**src/rtl/arbiter_n_enq.sv**
```systemverilog
// Registered enqueue arbiter: steers whole messages (head..tail) to one of NUM_FIFO FIFOs.
// Optional sticky protocol-error flag is built only when ARB_ENQ_ERRCHK_EN is defined.
module arbiter_n_enq #(
  parameter int FLIT_W   = 16,
  parameter int NUM_FIFO = 4,
  parameter int SEL_W    = 2
) (
  input  logic                clk,
  input  logic                rst,
  input  logic [FLIT_W-1:0]   flit,
  input  logic [1:0]          ctrl,
  input  logic                en_dest_fifo,
  input  logic [SEL_W-1:0]    dest_fifo,
  output logic                in_ready,
  input  logic [NUM_FIFO-1:0] fifo_full,
  output logic [FLIT_W-1:0]   flit_out,
  output logic [1:0]          ctrl_out,
  output logic [NUM_FIFO-1:0] en_fifo,
  output logic                busy,
  output logic                err
);

  localparam logic [1:0] CTRL_IDLE = 2'b00;
  localparam logic [1:0] CTRL_HEAD = 2'b01;
  localparam logic [1:0] CTRL_BODY = 2'b10;
  localparam logic [1:0] CTRL_TAIL = 2'b11;
  localparam logic [SEL_W:0] NUM_FIFO_W = (SEL_W+1)'(NUM_FIFO);

  typedef enum logic {IDLE = 1'b0, LOCKED = 1'b1} state_t;

  state_t             state, state_nxt;
  logic [SEL_W-1:0]   lock_dest;
  logic [SEL_W-1:0]   out_dest;
  logic [SEL_W-1:0]   acc_dest;
  logic               out_valid;
  logic               offered;
  logic               in_range;
  logic               accept;
  logic               load_lock;
  logic               target_full;
  logic               drain;

  // Handshake: a flit transfers on a rising edge when ctrl != 00 and in_ready = 1;
  // the output register transfers to FIFO i when en_fifo[i] = 1 (i.e. not full).
  assign offered  = (ctrl != CTRL_IDLE);
  assign in_range = ({1'b0, dest_fifo} < NUM_FIFO_W);
  assign busy     = (state == LOCKED);

  always_comb begin
    target_full = 1'b0;
    en_fifo     = '0;
    for (int i = 0; i < NUM_FIFO; i++) begin
      if (out_dest == SEL_W'(i)) begin
        target_full = fifo_full[i];
        en_fifo[i]  = out_valid & ~fifo_full[i];
      end
    end
  end

  assign drain    = |en_fifo;
  assign in_ready = ~out_valid | ~target_full;

  always_comb begin
    state_nxt = state;
    accept    = 1'b0;
    load_lock = 1'b0;
    acc_dest  = lock_dest;
    if (offered && in_ready) begin
      case (state)
        IDLE: begin
          if ((ctrl == CTRL_HEAD || ctrl == CTRL_TAIL) && en_dest_fifo && in_range) begin
            accept   = 1'b1;
            acc_dest = dest_fifo;
            if (ctrl == CTRL_HEAD) begin
              load_lock = 1'b1;
              state_nxt = LOCKED;
            end
          end
        end
        LOCKED: begin
          // Destination stays pinned to the head's choice; dest_fifo is ignored here.
          if (ctrl == CTRL_BODY || ctrl == CTRL_TAIL) begin
            accept = 1'b1;
            if (ctrl == CTRL_TAIL) state_nxt = IDLE;
          end
        end
        default: state_nxt = IDLE;
      endcase
    end
  end

  always_ff @(posedge clk or negedge rst) begin
    if (!rst) begin
      state     <= IDLE;
      lock_dest <= '0;
      out_valid <= 1'b0;
      out_dest  <= '0;
      flit_out  <= '0;
      ctrl_out  <= CTRL_IDLE;
    end else begin
      state <= state_nxt;
      if (load_lock) lock_dest <= dest_fifo;
      // A load in the same cycle as a drain simply overwrites the slot.
      if (accept) begin
        out_valid <= 1'b1;
        out_dest  <= acc_dest;
        flit_out  <= flit;
        ctrl_out  <= ctrl;
      end else if (drain) begin
        out_valid <= 1'b0;
      end
    end
  end

`ifdef ARB_ENQ_ERRCHK_EN
  logic drop;
  logic err_q;

  assign drop = offered & in_ready & ~accept;

  always_ff @(posedge clk or negedge rst) begin
    if (!rst)      err_q <= 1'b0;
    else if (drop) err_q <= 1'b1;
  end

  assign err = err_q;
`else
  assign err = 1'b0;
`endif

endmodule

```
**config.mk**
```make
export PLATFORM = sky130hd
export DESIGN_NAME = arbiter_n_enq
export DESIGN_NICKNAME = d
export VERILOG_FILES = /design/src/rtl/arbiter_n_enq.sv
export SDC_FILE = /design/constraint.sdc
export NUM_CORES = 1
export LEC_CHECK = 0
export CAP_MARGIN = 20
export CORE_MARGIN = 8
export CORE_UTILIZATION = 25
export CTS_CLUSTER_DIAMETER = 150
export CTS_CLUSTER_SIZE = 25
export DETAILED_ROUTE_END_ITERATION = 10
export HOLD_SLACK_MARGIN = 0.1
export SLEW_MARGIN = 30
export SYNTH_ARGS = -nofsm -noshare
export SYNTH_HDL_FRONTEND = slang
export SYNTH_SLANG_ARGS = --single-unit
export TNS_END_PERCENT = 100
```
**constraint.sdc**
```tcl
create_clock -name clk -period 3.9 [get_ports clk]
set_input_delay 0.975 -clock clk [delete_from_list [all_inputs] [get_ports clk]]
set_output_delay 0.975 -clock clk [all_outputs]
set_load 0.01 [all_outputs]
```
==> results.md, run 1 <==
- TritonCTS Sinks: 24
- GRT Util Overall: 8.03%
- Clock root cell: clkbuf_8
- Startpoint type of the worst setup path: primary input
- Synth Area in XOR/XNOR: 0%
- # fillers: 410
- First DRT Iteration DRCs: 26
- Critical path type: in2out
- DR pass1 iterations: 4
- Status: completed
- Total power: 1.27 mW
- Post-Syn Instances: 76
- Port buffer count: 50
- Endpoint type of the worst setup path: output pin
- Cell taking the most area after synthesis: dfrtp_1
- Core Area: 4350 um2
- Die area: 6890 um2
- Nets@finish: 156
- Unrepaired setup endpoints after global routing: no
- Multi-input logic area: 487 um2
- DR DRC count: 0
- Vias after detailed routing: 805
- GPL Wtd Cong: 0.726
- TritonCTS clock tree: done
- Post-CTS Setup Inserts: 0
- Sequential share of the synthesized area: 53.5%
- Adder-cell share of the synthesized area: 0%
- Hold-fix buffer count after cts: 0
- WL/cell: 15.3 um
- Combinational family with the most area after synthesis: multiplexers
- Synth Area per Inst: 14.8 um2
- Setup TNS: 0 ns
- FF+latch area: 601 um2
- Tmin final: 3.55 ns
- Global-route wire length before repair: 4660 um
- Share of cells above drive strength 1: 24.4%
- Detail Route Antenna Nets: 0
- CTS H-tree lvls: 1
- Chip height: 83 um
- Synth warn: 0
- Synth Area in Compound Gates: 6.13%
- Clock buffer depth: 2
- Max-Cap Viols: 0
- Largest net degree at the start of global routing: 25
- Commonest non-fill, non-tap cell in the layout: clkdlybuf4s50_1
- Most frequent cells in the layout: clkdlybuf4s50_1 (49), dfrtp_1 (24), mux2_2 (14)
- Period utilisation layout: 91.1%
- Synth Register Bits: 24
- Power Dens Cells: 749 nW/um2
- Final WL: 2740 um
- Antenna violations before repair: 0
- Largest cells by area after synthesis: dfrtp_1 (54%), mux2_4 (15%), mux2_2 (14%), buf_12 (1.8%), a221oi_1 (1.6%)
- Ant diodes: 0
- Worst IR drop on VDD: 0.312 mV
- Initial core utilization: 25.8%
- Final Hold Fails: 0
- Synth cell types: 23
- Synth Area in Simple Gates: 8.14%
- Fmax: 281 MHz
- Worst-Skew Late Latency: 0.25 ns
- Number of global-route vias before repair: 942
- Post-synthesis mux area share: 28.8%
- Syn Nets: 103
- Clk_skew: 0.000691 ns
- CP max FO: 5
- Static Leak: 0.698 nW
- Drt via density: 4.50
- WP data arrival: 2.58 ns
- Slew Limit Headroom: 63.6%
- Post-synth design cell area: 1120 um2
- Reg clk slew, reported paths: 0.07 ns
- Final setup viols: 0
- GRT overflow: 0
- Synthesis-to-finish area growth: 51.2%
- Post-synth top area share: 53.5%
- Placement Rows: 24
- Die width: 83 um
- Num ports: 52
- Worst EP required: 2.92 ns
- CTS Buf Count: 3
- HP Class: reg2reg
- Slew @ Worst Pin: 0.546 ns
- Post-CTS Resized: 0
- Final max-slew violation count: 0
## power by group
| part | switching (mW) | internal, mW | leakage (nW) |
|---|---|---|---|
| clock | 0.0671 | 0.0687 | 0.0216 |
| combinational | 0.240 | 0.433 | 0.393 |
| sequential | 0.0846 | 0.378 | 0.283 |
## cell usage after synthesis
cell type,count
a21oi_1,1
a221o_1,1
a221oi_1,2
a222oi_1,1
a22oi_1,1
a2bb2oi_1,1
and2_1,2
buf_12,1
buf_4,2
conb_1,1
dfrtp_1,24
mux2_2,14
mux2_4,11
nand2_1,3
nand2b_1,1
nand3_1,1
nand3b_1,1
nand4bb_1,1
nor2b_1,1
nor3_1,2
nor3b_1,2
o211a_1,1
or2_2,1
## worst paths after layout
check                                      endpoint                startpoint  slack [ns]  cells past startpoint
setup / recovery                           in_ready              fifo_full[2]        0.35                      4
hold / removal             lock_dest[0]$_DFFE_PN0P_  lock_dest[0]$_DFFE_PN0P_        0.50                      1
setup reg to reg           flit_out[13]$_DFFE_PN0P_   out_dest[0]$_DFFE_PN0P_        1.89                      4
hold reg to reg            lock_dest[0]$_DFFE_PN0P_  lock_dest[0]$_DFFE_PN0P_        0.50                      1
max in group asynchronous   ctrl_out[1]$_DFFE_PN0P_                       rst        2.84                      1
min in group asynchronous  flit_out[14]$_DFFE_PN0P_                       rst        0.70                      1
## layout make-up
cell class / instances / share of cell area [%]
clock buffers: 3 / 2.43
flip-flops and latches: 24 / 35.4
repair buffers: 51 / 29.6
well taps: 52 / 3.83
multi-input cells: 49 / 28.7
## worst max-delay path: stages
cell             delay (ns)
clkdlybuf4s50_1        0.41
mux2_4                 0.30
a22oi_1                0.29
clkdlybuf4s50_1        0.60
## metrics by stage
stage / setup slack [ns] / cells / hold slack (ns) / instance area [um2] / util, %
final: 0.347 / 179 / 0.505 / 1700 / 39.0
after global routing: 0.276 / 179 / 0.530 / 1700 / 39.0
after CTS: 0.328 / 179 / 0.507 / 1700 / 39.0
after detailed placement: 0.324 / 176 / 0.488 / 1660 / 38.0
after global placement: 0.369 / 176 / 0.481 / 1660 / 38.1
after floorplan: 1.33 / 76 / 0.474 / 1120 / -
## registers in the layout (all words and copies together), names as in the netlist
register / flops
lock_dest: 2
busy: 1
flit_out: 16
ctrl_out: 2
out_valid: 1
out_dest: 2
## kinds of logic after synthesis
logic type / count (synthesis)
other cells: 1
simple gates: 15
mux: 25
buf+inv: 3
compound gates: 8
flops: 24
## layer usage
layer	part of all wire [%]	vias up	global-route usage, %
met5	0	-	0
met3	10	2	4.10
met2	46	39	12.6
met4	0.36	0	2.40
li1	-	381	-
met1	44	383	9.27
(Power assumes the default switching activity.)
==> run 2, diff against run 1 <==
--- a/config.mk
+++ b/config.mk
@@ -11,6 +11,7 @@
 export CTS_CLUSTER_DIAMETER = 150
 export CTS_CLUSTER_SIZE = 25
 export DETAILED_ROUTE_END_ITERATION = 10
+export GPL_TIMING_DRIVEN = 1
 export HOLD_SLACK_MARGIN = 0.1
 export SLEW_MARGIN = 30
 export SYNTH_ARGS = -nofsm -noshare
==> constraint.sdc (replaced) <==
create_clock -name clk -period 2.95 [get_ports clk]
set_input_delay 0.7375 -clock clk [delete_from_list [all_inputs] [get_ports clk]]
set_output_delay 0.7375 -clock clk [all_outputs]
set_load 0.01 [all_outputs]
==> run 2 against run 1 <==
Net effect:
- combinational power up 36%
- clock power rose by 35%
- flip-flop and latch count did not move
- critical path depth unchanged
- global-route usage rose by 0.23 points
- core utilization grew 0.78 points
- sequential share of layout area down 0.69 points
- via count rose by 4.1%
- routed wire length up 3.8%
- cell area rose by 2.0%
- clock-buffer cell count unchanged
- critical path type unchanged
- critical endpoint unchanged
- highest routed layer unchanged
==> results.md, run 2 (synthesis results as in run 1) <==
- Status: completed
- Core Area: 4350 um2 (unchanged)
- Critical path type: in2out
- WP data arrival: 1.99 ns (-0.59 ns)
- Hold Worst Slack: 0.506 ns (+0.00161 ns)
- Worst IR drop on VDD: 0.441 mV (+41%)
- Post-route cell area: 1730 um2 (+2.0%)
- CP max-delay cell: clkdlybuf4s50_1
- Vias after detailed routing: 838 (+4.1%)
- Most flops, register: flit_out
- Post-Place Cell Area: 1690 um2 (+2.1%)
- Initial core utilization: 25.8% (unchanged)
- Placement Rows: 24 (unchanged)
- Endpoint type of the worst setup path: output pin
- Number of global-route vias before repair: 984 (+4.5%)
- Final worst slack: 0.224 ns (-0.122 ns)
- Placed insts: 180 (+2.3%)
- GRT Util Overall: 8.26% (+0.23 points)
- Fmax: 367 MHz
- Critical path's largest stage delay: 0.41 ns (-0.19 ns)
- Antenna violations before repair: 0 (unchanged)
- Unrepaired setup endpoints after global routing: no
- Drt via density: 4.58 (+1.8%)
- Final non-filler cell total: 183 (+2.2%)
- GPL Wtd Cong: 0.711 (-2.1%)
- Num ports: 52 (unchanged)
- Nets@finish: 160 (+2.6%)
- Clock root cell: clkbuf_8
- Clk_skew: 0.00303 ns (+0.00234 ns)
- Worst reg-to-reg path cell count: 5 (+1)
- HP Class: reg2reg
- Die width: 83 um (unchanged)
- Hold-fix buffer count after cts: 0 (unchanged)
- Power Dens Cells: 991 nW/um2 (+32%)
- Largest net degree at the start of global routing: 25 (unchanged)
- GRT overflow: 0 (unchanged)
- Final Hold Fails: 0 (unchanged)
- Worst-Skew Late Latency: 0.26 ns (about the same)
- Max reg flops: 16 (unchanged)
- Pre-CTS setup slack: -0.0778 ns (-0.401 ns)
- Reg clk slew, reported paths: 0.07 ns (about the same)
- Total power: 1.71 mW (+35%)
- CTS H-tree lvls: 1 (unchanged)
- Startpoint type of the worst setup path: primary input
- Critical path, cell by cell: clkdlybuf4s50_1 -> mux2_4 -> a22oi_1 -> dlygate4sd2_1
- Clock buffer depth: 2 (unchanged)
- DR pass1 iterations: 4 (unchanged)
- Final WL: 2850 um (+3.8%)
- DR DRC count: 0 (unchanged)
- Most frequent cells in the layout: clkdlybuf4s50_1 (49), dfrtp_1 (24), mux2_2 (14)
- Worst EP required: 2.21 ns (-0.71 ns)
- Global-route wire length before repair: 4850 um (+4.0%)
- CP max FO: 2 (-3)
- First DRT Iteration DRCs: 24 (-7.7%)
- Detail Route Antenna Nets: 0 (unchanged)
- CTS Buf Count: 3 (unchanged)
- Period utilisation layout: 92.4%
- Chip height: 83 um (unchanged)
- Final max-slew violation count: 0 (unchanged)
- Tmin final: 2.73 ns
- Commonest non-fill, non-tap cell in the layout: clkdlybuf4s50_1
- Final setup viols: 0 (unchanged)
- Max-Cap Viols: 0 (unchanged)
- TritonCTS Sinks: 24 (unchanged)
- Hold depth: 1 (unchanged)
- Static Leak: 0.716 nW (+2.6%)
- Die area: 6890 um2 (unchanged)
- Share of cells above drive strength 1: 26.0% (+1.5 points)
- Synthesis-to-finish area growth: 54.2%
- Ant diodes: 0 (unchanged)
- TritonCTS clock tree: done
- WL/cell: 15.6 um (+1.5%)
- Port buffer count: 50 (unchanged)
[run 2: cell count changes in the layout (fill, tap and decap cells not counted)]
cell	before	now
buf_2	1	0
dlygate4sd2_1	0	1
buf_4	1	5
[run 2: layer usage]
metal	vias to the layer above	global-route usage (%)	part of all wire (%)
met4	0	2.40	0.35
met1	408	9.63	45
met3	2	3.91	9.1
li1	391	-	-
met2	37	13.1	46
met5	-	0	0
[run 2: worst paths after layout]
path | end | startpoint | slack, ns
setup / recovery | in_ready | fifo_full[2] | 0.22
hold / removal | lock_dest[1]$_DFFE_PN0P_ | lock_dest[1]$_DFFE_PN0P_ | 0.51
setup reg to reg | flit_out[14]$_DFFE_PN0P_ | out_dest[0]$_DFFE_PN0P_ | 0.83
hold reg to reg | lock_dest[1]$_DFFE_PN0P_ | lock_dest[1]$_DFFE_PN0P_ | 0.51
max in group asynchronous | flit_out[0]$_DFFE_PN0P_ | rst | 1.89
min in group asynchronous | flit_out[15]$_DFFE_PN0P_ | rst | 0.83
[run 2: final cells by class]
cell class	count	area (um2)
repair buffers	55	537
clock buffers	3	41.3
fillers	413	2620
well taps	52	65.1
flip-flops and latches	24	601
multi-input cells	49	487
[run 2: timing repair]
action	CTS	global route
setup buffers	0	0
setup endpoints to repair	1	0
resized for setup	1	0
[run 2: worst max-delay path: cells and delay by family]
family | cells | cell delay (ns)
AO/OA/AOI/OAI | 1 | 0.25
multiplexers | 1 | 0.28
buffers and inverters | 2 | 0.72
[run 2: per-stage QoR]
stage / util [%] / TNS, ns
6_report: 39.7 / 0
5_1_grt: 39.7 / 0
4_1_cts: 39.7 / 0
3_5_place_dp: 38.8 / -0.0778
3_3_place_gp: 38.8 / -0.0419
2_1_floorplan: - / 0
[run 2: power breakdown]
group,switching (mW),internal (mW)
combinational,0.330,0.587
sequential,0.116,0.499
clock,0.0923,0.0909
